### config.mk
export PLATFORM = sky130hd
export DESIGN_NAME = dmem_port_arbiter_flat
export DESIGN_NICKNAME = d
export VERILOG_FILES = /design/src/rtl/dmem_port_arbiter_if.sv /design/src/rtl/dmem_port_arbiter.sv /design/src/flat_wrapper.sv
export SDC_FILE = /design/constraint.sdc
export NUM_CORES = 1
export LEC_CHECK = 0
export ABC_AREA = 1
export BUFFER_PORTS_ARGS = -buffer_cell sky130_fd_sc_hd__buf_2
export CAP_MARGIN = 20
export CORE_AREA = 2 2 698 700
export CTS_BUF_LIST = sky130_fd_sc_hd__clkbuf_4 sky130_fd_sc_hd__clkbuf_8
export DETAILED_ROUTE_END_ITERATION = 8
export DIE_AREA = 0 0 700 702
export PLACE_DENSITY_LB_ADDON = 0.15
export SLEW_MARGIN = 15
export SYNTH_ARGS = -nofsm -noshare
export SYNTH_HDL_FRONTEND = slang
export SYNTH_SLANG_ARGS = --single-unit
### constraint.sdc
create_clock -name clk -period 7.8 [get_ports clk]
set_input_delay 0.39 -clock clk [delete_from_list [all_inputs] [get_ports clk]]
set_output_delay 0.39 -clock clk [all_outputs]
set_load 0.05 [all_outputs]
### src/rtl/dmem_port_arbiter_if.sv
// Bus bundle between the scalar/vector requesters, the data memory and the arbiter.
// master: requesters plus memory read data; slave: the arbiter.
interface dmem_port_arbiter_if #(
  parameter int unsigned VLEN_WORDS = 16
);
  localparam int unsigned VW = 32 * VLEN_WORDS;

  logic          s_req;
  logic          s_we;
  logic [31:0]   s_addr;
  logic [31:0]   s_wdata;
  logic          s_gnt;
  logic [31:0]   s_rdata;

  logic          v_req;
  logic          v_we;
  logic [31:0]   v_addr;
  logic [VW-1:0] v_wdata;
  logic          v_done;
  logic [VW-1:0] v_rdata;
  logic          v_busy;

  logic [31:0]   mem_a;
  logic [31:0]   mem_wd;
  logic          mem_we;
  logic [31:0]   mem_rd1;
  logic [VW-1:0] mem_rd2;

  modport master (
    output s_req, s_we, s_addr, s_wdata, v_req, v_we, v_addr, v_wdata, mem_rd1, mem_rd2,
    input  s_gnt, s_rdata, v_done, v_rdata, v_busy, mem_a, mem_wd, mem_we
  );

  modport slave (
    input  s_req, s_we, s_addr, s_wdata, v_req, v_we, v_addr, v_wdata, mem_rd1, mem_rd2,
    output s_gnt, s_rdata, v_done, v_rdata, v_busy, mem_a, mem_wd, mem_we
  );
endinterface

### src/rtl/dmem_port_arbiter.sv
// Shares the single-ported data memory between the scalar path and the vector unit,
// serialising vector stores into word bursts. DMEM_ARB_PERF_EN adds perf counters.
module dmem_port_arbiter #(
  parameter int unsigned VLEN_WORDS = 16
) (
  input  logic               clk,
  input  logic               rst_n,
  dmem_port_arbiter_if.slave bus
`ifdef DMEM_ARB_PERF_EN
  ,
  output logic [31:0]        perf_s_stall,
  output logic [31:0]        perf_vst_cnt
`endif
);
  localparam int unsigned   CW       = $clog2(VLEN_WORDS);
  localparam logic [CW-1:0] LAST_IDX = CW'(VLEN_WORDS - 1);

  typedef enum logic {IDLE, VST} state_t;

  state_t        state;
  logic [CW-1:0] cnt;
  logic [29:0]   base;
  logic [31:0]   wbuf [VLEN_WORDS];
  logic          last_vec;

  logic          s_win;
  logic          v_win;
  logic          burst_end;
  logic          s_gnt;
  logic          v_done;
  logic          v_busy;
  logic          mem_we;
  logic [31:0]   mem_a;
  logic [31:0]   mem_wd;
  logic          unused_addr_lsb;

  // Byte offsets never reach the memory: every access is word aligned.
  assign unused_addr_lsb = ^{bus.s_addr[1:0], bus.v_addr[1:0]};

  // Round-robin: on a tie the requester not granted last wins.
  assign s_win     = (state == IDLE) && bus.s_req && (!bus.v_req || last_vec);
  assign v_win     = (state == IDLE) && bus.v_req && !s_win;
  assign burst_end = (state == VST) && (cnt == LAST_IDX);

  always_ff @(posedge clk) begin
    if (!rst_n) begin
      state    <= IDLE;
      cnt      <= '0;
      base     <= '0;
      last_vec <= 1'b1;
      for (int unsigned k = 0; k < VLEN_WORDS; k++) wbuf[k] <= '0;
    end else begin
      case (state)
        IDLE: begin
          if (s_win) begin
            last_vec <= 1'b0;
          end else if (v_win) begin
            last_vec <= 1'b1;
            if (bus.v_we) begin
              state <= VST;
              cnt   <= CW'(1);
              base  <= bus.v_addr[31:2];
              for (int unsigned k = 0; k < VLEN_WORDS; k++) wbuf[k] <= bus.v_wdata[32*k +: 32];
            end
          end
        end
        default: begin
          if (burst_end) begin
            state <= IDLE;
            cnt   <= '0;
          end else begin
            cnt <= cnt + CW'(1);
          end
        end
      endcase
    end
  end

  // Memory port mux; everything is held at zero while reset is asserted.
  always_comb begin
    s_gnt  = 1'b0;
    v_done = 1'b0;
    v_busy = 1'b0;
    mem_we = 1'b0;
    mem_a  = '0;
    mem_wd = '0;
    if (rst_n) begin
      if (state == VST) begin
        mem_a  = {base + 30'(cnt), 2'b00};
        mem_wd = wbuf[cnt];
        mem_we = 1'b1;
        v_busy = 1'b1;
        v_done = (cnt == LAST_IDX);
      end else if (s_win) begin
        mem_a  = {bus.s_addr[31:2], 2'b00};
        mem_wd = bus.s_wdata;
        mem_we = bus.s_we;
        s_gnt  = 1'b1;
      end else if (v_win) begin
        mem_a = {bus.v_addr[31:2], 2'b00};
        if (bus.v_we) begin
          mem_wd = bus.v_wdata[31:0];
          mem_we = 1'b1;
        end else begin
          v_done = 1'b1;
        end
      end
    end
  end

  assign bus.s_gnt   = s_gnt;
  assign bus.v_done  = v_done;
  assign bus.v_busy  = v_busy;
  assign bus.mem_we  = mem_we;
  assign bus.mem_a   = mem_a;
  assign bus.mem_wd  = mem_wd;
  assign bus.s_rdata = bus.mem_rd1;
  assign bus.v_rdata = bus.mem_rd2;

`ifdef DMEM_ARB_PERF_EN
  // Saturating stall and completed-store counters.
  always_ff @(posedge clk) begin
    if (!rst_n) begin
      perf_s_stall <= '0;
      perf_vst_cnt <= '0;
    end else begin
      if (bus.s_req && !s_gnt && (perf_s_stall != 32'hFFFF_FFFF))
        perf_s_stall <= perf_s_stall + 32'd1;
      if (burst_end && (perf_vst_cnt != 32'hFFFF_FFFF))
        perf_vst_cnt <= perf_vst_cnt + 32'd1;
    end
  end
`endif
endmodule

### src/flat_wrapper.sv
// flat-port wrapper written by rule: the top's interface ports become plain ports
module dmem_port_arbiter_flat 
#(
  parameter int unsigned VLEN_WORDS = 16
)
  (clk, rst_n, bus_s_req, bus_s_we, bus_s_addr, bus_s_wdata, bus_v_req, bus_v_we, bus_v_addr, bus_v_wdata, bus_mem_rd1, bus_mem_rd2, bus_s_gnt, bus_s_rdata, bus_v_done, bus_v_rdata, bus_v_busy, bus_mem_a, bus_mem_wd, bus_mem_we);
  dmem_port_arbiter_if #(.VLEN_WORDS(VLEN_WORDS)) bus_i ();
  input  logic clk;
  input  logic rst_n;
  input wire logic [$bits(bus_i.s_req)-1:0] bus_s_req;
  input wire logic [$bits(bus_i.s_we)-1:0] bus_s_we;
  input wire logic [$bits(bus_i.s_addr)-1:0] bus_s_addr;
  input wire logic [$bits(bus_i.s_wdata)-1:0] bus_s_wdata;
  input wire logic [$bits(bus_i.v_req)-1:0] bus_v_req;
  input wire logic [$bits(bus_i.v_we)-1:0] bus_v_we;
  input wire logic [$bits(bus_i.v_addr)-1:0] bus_v_addr;
  input wire logic [$bits(bus_i.v_wdata)-1:0] bus_v_wdata;
  input wire logic [$bits(bus_i.mem_rd1)-1:0] bus_mem_rd1;
  input wire logic [$bits(bus_i.mem_rd2)-1:0] bus_mem_rd2;
  output wire logic [$bits(bus_i.s_gnt)-1:0] bus_s_gnt;
  output wire logic [$bits(bus_i.s_rdata)-1:0] bus_s_rdata;
  output wire logic [$bits(bus_i.v_done)-1:0] bus_v_done;
  output wire logic [$bits(bus_i.v_rdata)-1:0] bus_v_rdata;
  output wire logic [$bits(bus_i.v_busy)-1:0] bus_v_busy;
  output wire logic [$bits(bus_i.mem_a)-1:0] bus_mem_a;
  output wire logic [$bits(bus_i.mem_wd)-1:0] bus_mem_wd;
  output wire logic [$bits(bus_i.mem_we)-1:0] bus_mem_we;
  assign bus_i.s_req = bus_s_req;
  assign bus_i.s_we = bus_s_we;
  assign bus_i.s_addr = bus_s_addr;
  assign bus_i.s_wdata = bus_s_wdata;
  assign bus_i.v_req = bus_v_req;
  assign bus_i.v_we = bus_v_we;
  assign bus_i.v_addr = bus_v_addr;
  assign bus_i.v_wdata = bus_v_wdata;
  assign bus_i.mem_rd1 = bus_mem_rd1;
  assign bus_i.mem_rd2 = bus_mem_rd2;
  assign bus_s_gnt = bus_i.s_gnt;
  assign bus_s_rdata = bus_i.s_rdata;
  assign bus_v_done = bus_i.v_done;
  assign bus_v_rdata = bus_i.v_rdata;
  assign bus_v_busy = bus_i.v_busy;
  assign bus_mem_a = bus_i.mem_a;
  assign bus_mem_wd = bus_i.mem_wd;
  assign bus_mem_we = bus_i.mem_we;
  dmem_port_arbiter #(.VLEN_WORDS(VLEN_WORDS)) u_core (.clk(clk), .rst_n(rst_n), .bus(bus_i));
endmodule
# Word-level counts from Yosys, hierarchy flattened
# Memory sizes are Yosys's and may differ from the RTL's. A register that Yosys moved wholly into a read port is not among the register bits.
# Index checks and enable logic that the tools add are counted.
totals:
  ramBits: 512
  mem_count: 1
  input_bits: 1158
  register_bits: 36
  output_inout_bits: 612
  elab_cells: 97
classes:
  n_eq_ne: 2
  n_reduce_logical: 14
  bitwise: 18
  n_mux: 56
  n_addsub: 2
mem_list:
  columns: ["memory", "depth", "width", "rd", "rd_clocked_by_memory_dff", "write_ports", "line_no", "text"]
  rows:
  - ["u_core.wbuf", 16, 32, 1, 1, 16, "dmem_port_arbiter.sv:23", "logic [31:0] wbuf [VLEN_WORDS];"]
op_table:
  columns: ["op", "count"]
  rows:
  - ["32-bit 2-to-1 mux", 25]
  - ["30-bit by 4-bit adder with 30-bit output", 1]
  - ["4-bit 2-to-1 mux", 7]
  - ["1-bit 2-to-1 mux", 24]
  - ["1-bit bitwise OR", 16]
  - ["2-bit nonzero test", 3]
  - ["1-bit logical AND", 5]
  - ["4-bit by 1-bit adder with 4-bit output, second input constant", 1]
  - ["4-bit == test, second input constant", 1]
  - ["4-bit AND reduction", 1]
  - ["3-bit AND reduction", 1]
  - ["1-bit zero test", 2]
  - ["2-bit by 1-bit inequality test with 1-bit output, second input constant", 1]
  - ["1-bit NOT", 2]
  - ["2-bit AND reduction", 1]
  - ["1-bit logical OR", 1]

# Depth between registers and ports, before layout
depth:
  word_depth: 11
  ltp_mapped: 12
  depth_no_buf: 12

# Worst setup path after synthesis
# OpenSTA, ideal clock, no wires.
synth_path:
  path_type: "input-to-reg"
  start: "input bus_s_req"
  end: "memory u_core.wbuf[0][0], enable pin"
  path_buffers: 1
  t_required_ns: 7.145
  path_slack_ns: 0.280
  t_arrival_ns: 6.865
  path_stages: 6
  setup_ns: 0.655
  path_cell_list: "inv_1 nor2_8 nand2_4 nand2_4 o21ai_1 buf_2"
synth_lines:
  columns: ["element", "line_no", "text"]
  rows:
  - ["from (decl)", "flat_wrapper.sv:10", "input wire logic [$bits(bus_i.s_req)-1:0] bus_s_req;"]
  - ["to (decl)", "dmem_port_arbiter.sv:23", null]

# Worst setup path after layout
layout_path:
  start: "register u_core.state"
  end: "output bus_mem_wd[0]"
layout_via:
  elab_chain_cells: 9
  elab_cells_between_ends: 10
layout_lines:
  columns: ["element", "line_no", "text"]
  rows:
  - ["from (decl)", "dmem_port_arbiter.sv:20", "state_t state;"]
  - ["from (signal assigned)", "dmem_port_arbiter.sv:47", "state <= IDLE;"]
  - ["from (signal assigned)", "dmem_port_arbiter.sv:60", "state <= VST;"]
  - ["from (signal assigned)", "dmem_port_arbiter.sv:69", "state <= IDLE;"]
  - ["1-bit NOT (no line)", null, null]
  - ["1-bit logical AND (2 in a row)", "dmem_port_arbiter.sv:41", "assign s_win = (state == IDLE) && bus.s_req && (!bus.v_req || last_vec);"]
  - ["1-bit zero test", "dmem_port_arbiter.sv:42", "assign v_win = (state == IDLE) && bus.v_req && !s_win;"]
  - ["1-bit logical AND", "dmem_port_arbiter.sv:42", null]
  - ["32-bit 2-to-1 mux", "dmem_port_arbiter.sv:99", "end else if (v_win) begin"]
  - ["32-bit 2-to-1 mux", "dmem_port_arbiter.sv:94", "end else if (s_win) begin"]
  - ["32-bit 2-to-1 mux (*)", "dmem_port_arbiter.sv:88", "if (state == VST) begin"]
  - ["32-bit 2-to-1 mux (*)", "dmem_port_arbiter.sv:87", "if (rst_n) begin"]
  - ["to (decl)", "flat_wrapper.sv:26", "output wire logic [$bits(bus_i.mem_wd)-1:0] bus_mem_wd;"]
# Mark *: on every way between the ends. The rest lies on a longest branch, timed or not.

==> out/results.ini <==
[drt]
firstDrtPassIters = 5
viasPerCell = 2.606
wl_um = 326500
vias = 28982
post_drt_wl_per_cell_um = 29.36
final_antenna_net_count = 0
drc = 0
drt-initial-drc-count = 1648

[global_route]
grt_pass1_wl_um = 392700
grt_antenna_before_repair = 100
grt_usage_pct = 12.74
overflow = 0
grt_max_degree = 164
first_global_vias = 30578

[clock_network]
cts_hold_repair.buffers = 544
clock_sink_count = 552
insertion_delay_ps = 940
cts-root-buf = clkbuf_8
cts_resized = 0
clk_pin_slew_ps = 60
cts_buffer_depth = 3
htree_levels = 3
cts_setup_buffers = 0
tritoncts = done
cts_buffers = 118

[timing]
worst_pin_slew_ps = 1151
setup-tns-final_ps = 0
finalSetupViolations = 0
final_max_slew_viol_count = 0
period_minus_slack_ps = 5116
worst_clock_skew_ps = 96.87
fmax_mhz = 195.5
hold_viol_final = 0
rsz0062_at_grt = false
finalCritPeriodShare_pct = 65.59
relSlewSlack_pct = 23.26

[critical_path]
end_kind = output port
worstPathMaxFanout = 40
arrival_ps = 4730
reg2reg_slack_ps = 3890
cp-start-kind = register
path_class = reg -> out
required_ps = 7410

[placement]
numPortBuffers = 675
dpl.hpwl_um = 273600
dp.cells = 10337
place.gp.congestion = 0.8213

[cells_and_area]
stdcell_count = 11122
fin_nets = 5715
utilization_pct = 9.732
area_growth_pct = 45.63
layout-drive-gt1-share_pct = 20.60

[floorplan]
row_count = 256
pin_count = 1770
dieArea_mm2 = 0.4914
core_region_area_mm2 = 0.4843
start_util_pct = 6.683
fp.dieH_um = 702
die_x_um = 700

[synth]
yosysSeqAreaShare_pct = 49.98
synth.area.top_cells = edfxtp_1, buf_4, nand2_1, nand3_1, inv_1
synth_top_area_share_pct = 47.50
synth.most_common_cell = nand2_1
synth_flop_cell = edfxtp_1
netlist_instances = 3908
syn-cell-area_mm2 = 0.03236
synth_enable_flop_cells = 512
ys_ff_latch = 552
synth_warnings = 0
synth_common_cells = nand2_1, inv_1, buf_4
ys_types = 36
avgSynthCellArea_um2 = 8.282
async_flop_share_pct = 0
yosys.area.top_type = edfxtp_1

[status]
status = complete, no violations

[power]
switchingPower_mw = 2.786
power_mw = 8.571
p_sw_share_pct = 32.50
p_int_mw = 5.786
leakage_nw = 19.76
vdd_drop_max_v = 0.0001212
pwr-share-seq_pct = 41.3
power_frac_comb_pct = 18.2
clockPowerShare_pct = 40.6
powerDensity_mw_per_mm2 = 181.9

[run]
max-cap-violations = 0

[hold_path]
hold_class = in -> reg

cells by family (layout without fill, tap and decap cells):
| family | after synthesis | after routing | share of synthesized area [%] |
|---|---|---|---|
| AND/OR/NAND/NOR | 1853 | 1853 | 24.06 |
| buffers and inverters | 1347 | 2089 | 22.94 |
| flip-flops | 552 | 552 | 49.98 |
| AO/OA/AOI/OAI | 147 | 147 | 2.698 |
| adder cells (fa/ha/maj) | 6 | 6 | 0.2552 |
| XOR/XNOR | 2 | 2 | 0.05413 |
| other | 1 | 23 | 0.01159 |
metal layers:
| layer | track usage, % | vias to the layer above | wire (um) |
|---|---|---|---|
| li1 | - | 13016 | - |
| met1 | 9.015 | 13609 | 81080 |
| met2 | 24.52 | 1782 | 175300 |
| met3 | 8.375 | 545 | 48000 |
| met4 | 7.142 | 30 | 21290 |
| met5 | 1.010 | - | 828 |
metrics by stage:
stage	hold WS, ps	cell area (um2)	worst slack (ps)
after CTS	11.19	47080	2498
after global placement	466.1	39170	3489
after detailed placement	465.8	39170	3522
after floorplan	446.9	32370	280.3
after global routing	79.98	47100	2444
final	145.9	47130	2684
critical path, cell delays in order (launching register included):
cell and delay, ps:
dfxtp_4 810, nor2_8 80, nand2_4 120, nand2_4 90, nor2_2 560, nand2_4 480
buf_4 460, nor2_1 670, nor2_1 70, a21oi_1 140, buf_2 300
placed cells by master, fill, tap and decap left out, types with 20 or more instances in the layout:
master	synthesis	final
dfxtp_1	40	35
nand2_1	936	934
clkbuf_8	0	123
clkbuf_4	0	26
buf_4	552	31
nand3_1	495	495
buf_2	75	674
diode_2	0	21
o22ai_1	21	21
o21ai_0	35	35
a21oi_1	55	55
dlygate4sd3_1	0	544
edfxtp_1	512	512
nor2_1	388	388
clkinv_1	3	40
inv_1	606	603
nor2_4	20	21
a21oi_2	20	20
power by group through the flow:
| stage | Combinational [mW] | Sequential, mW | Clock (mW) |
|---|---|---|---|
| 2_1_floorplan | 1.45 | 3.60 | 0 |
| 3_5_place_dp | 1.37 | 3.60 | 0 |
| 3_3_place_gp | 1.38 | 3.60 | 0 |
| 4_1_cts | 1.63 | 3.54 | 3.69 |
| 6_report | 1.56 | 3.54 | 3.48 |
| 5_1_grt | 1.71 | 3.56 | 3.78 |
worst paths after layout:
check                                                  from                                to  depth (start not counted)
worst max register to register      u_core.state$_SDFF_PN0_  u_core.wbuf[1][19]$_SDFFCE_PN0P_                          9
worst min-delay path                                  rst_n      u_core.base[24]$_SDFFE_PN0P_                          3
worst max-delay path                u_core.state$_SDFF_PN0_                     bus_mem_wd[0]                         10
worst min register to register  u_core.base[2]$_SDFFE_PN0P_       u_core.base[2]$_SDFFE_PN0P_                          2
area by class of cell:
| type | instances | area (um2) |
|---|---|---|
| diodes | 21 | 52.55 |
| flip-flops and latches | 552 | 16190 |
| multi-input cells | 2010 | 8800 |
| inverters | 610 | 2307 |
| clock buffers | 148 | 1874 |
| fillers | 56637 | 437200 |
| repair buffers | 1259 | 9245 |
| well taps | 6450 | 8070 |
| clock inverters | 72 | 590.6 |
state kept, by name, indices dropped and copies added (netlist names), named ones only:
name / count
u_core.base: 30
u_core.cnt: 4
u_core.last_vec: 1
u_core.state: 1
u_core.wbuf: 512
(Power assumes the default switching activity.)
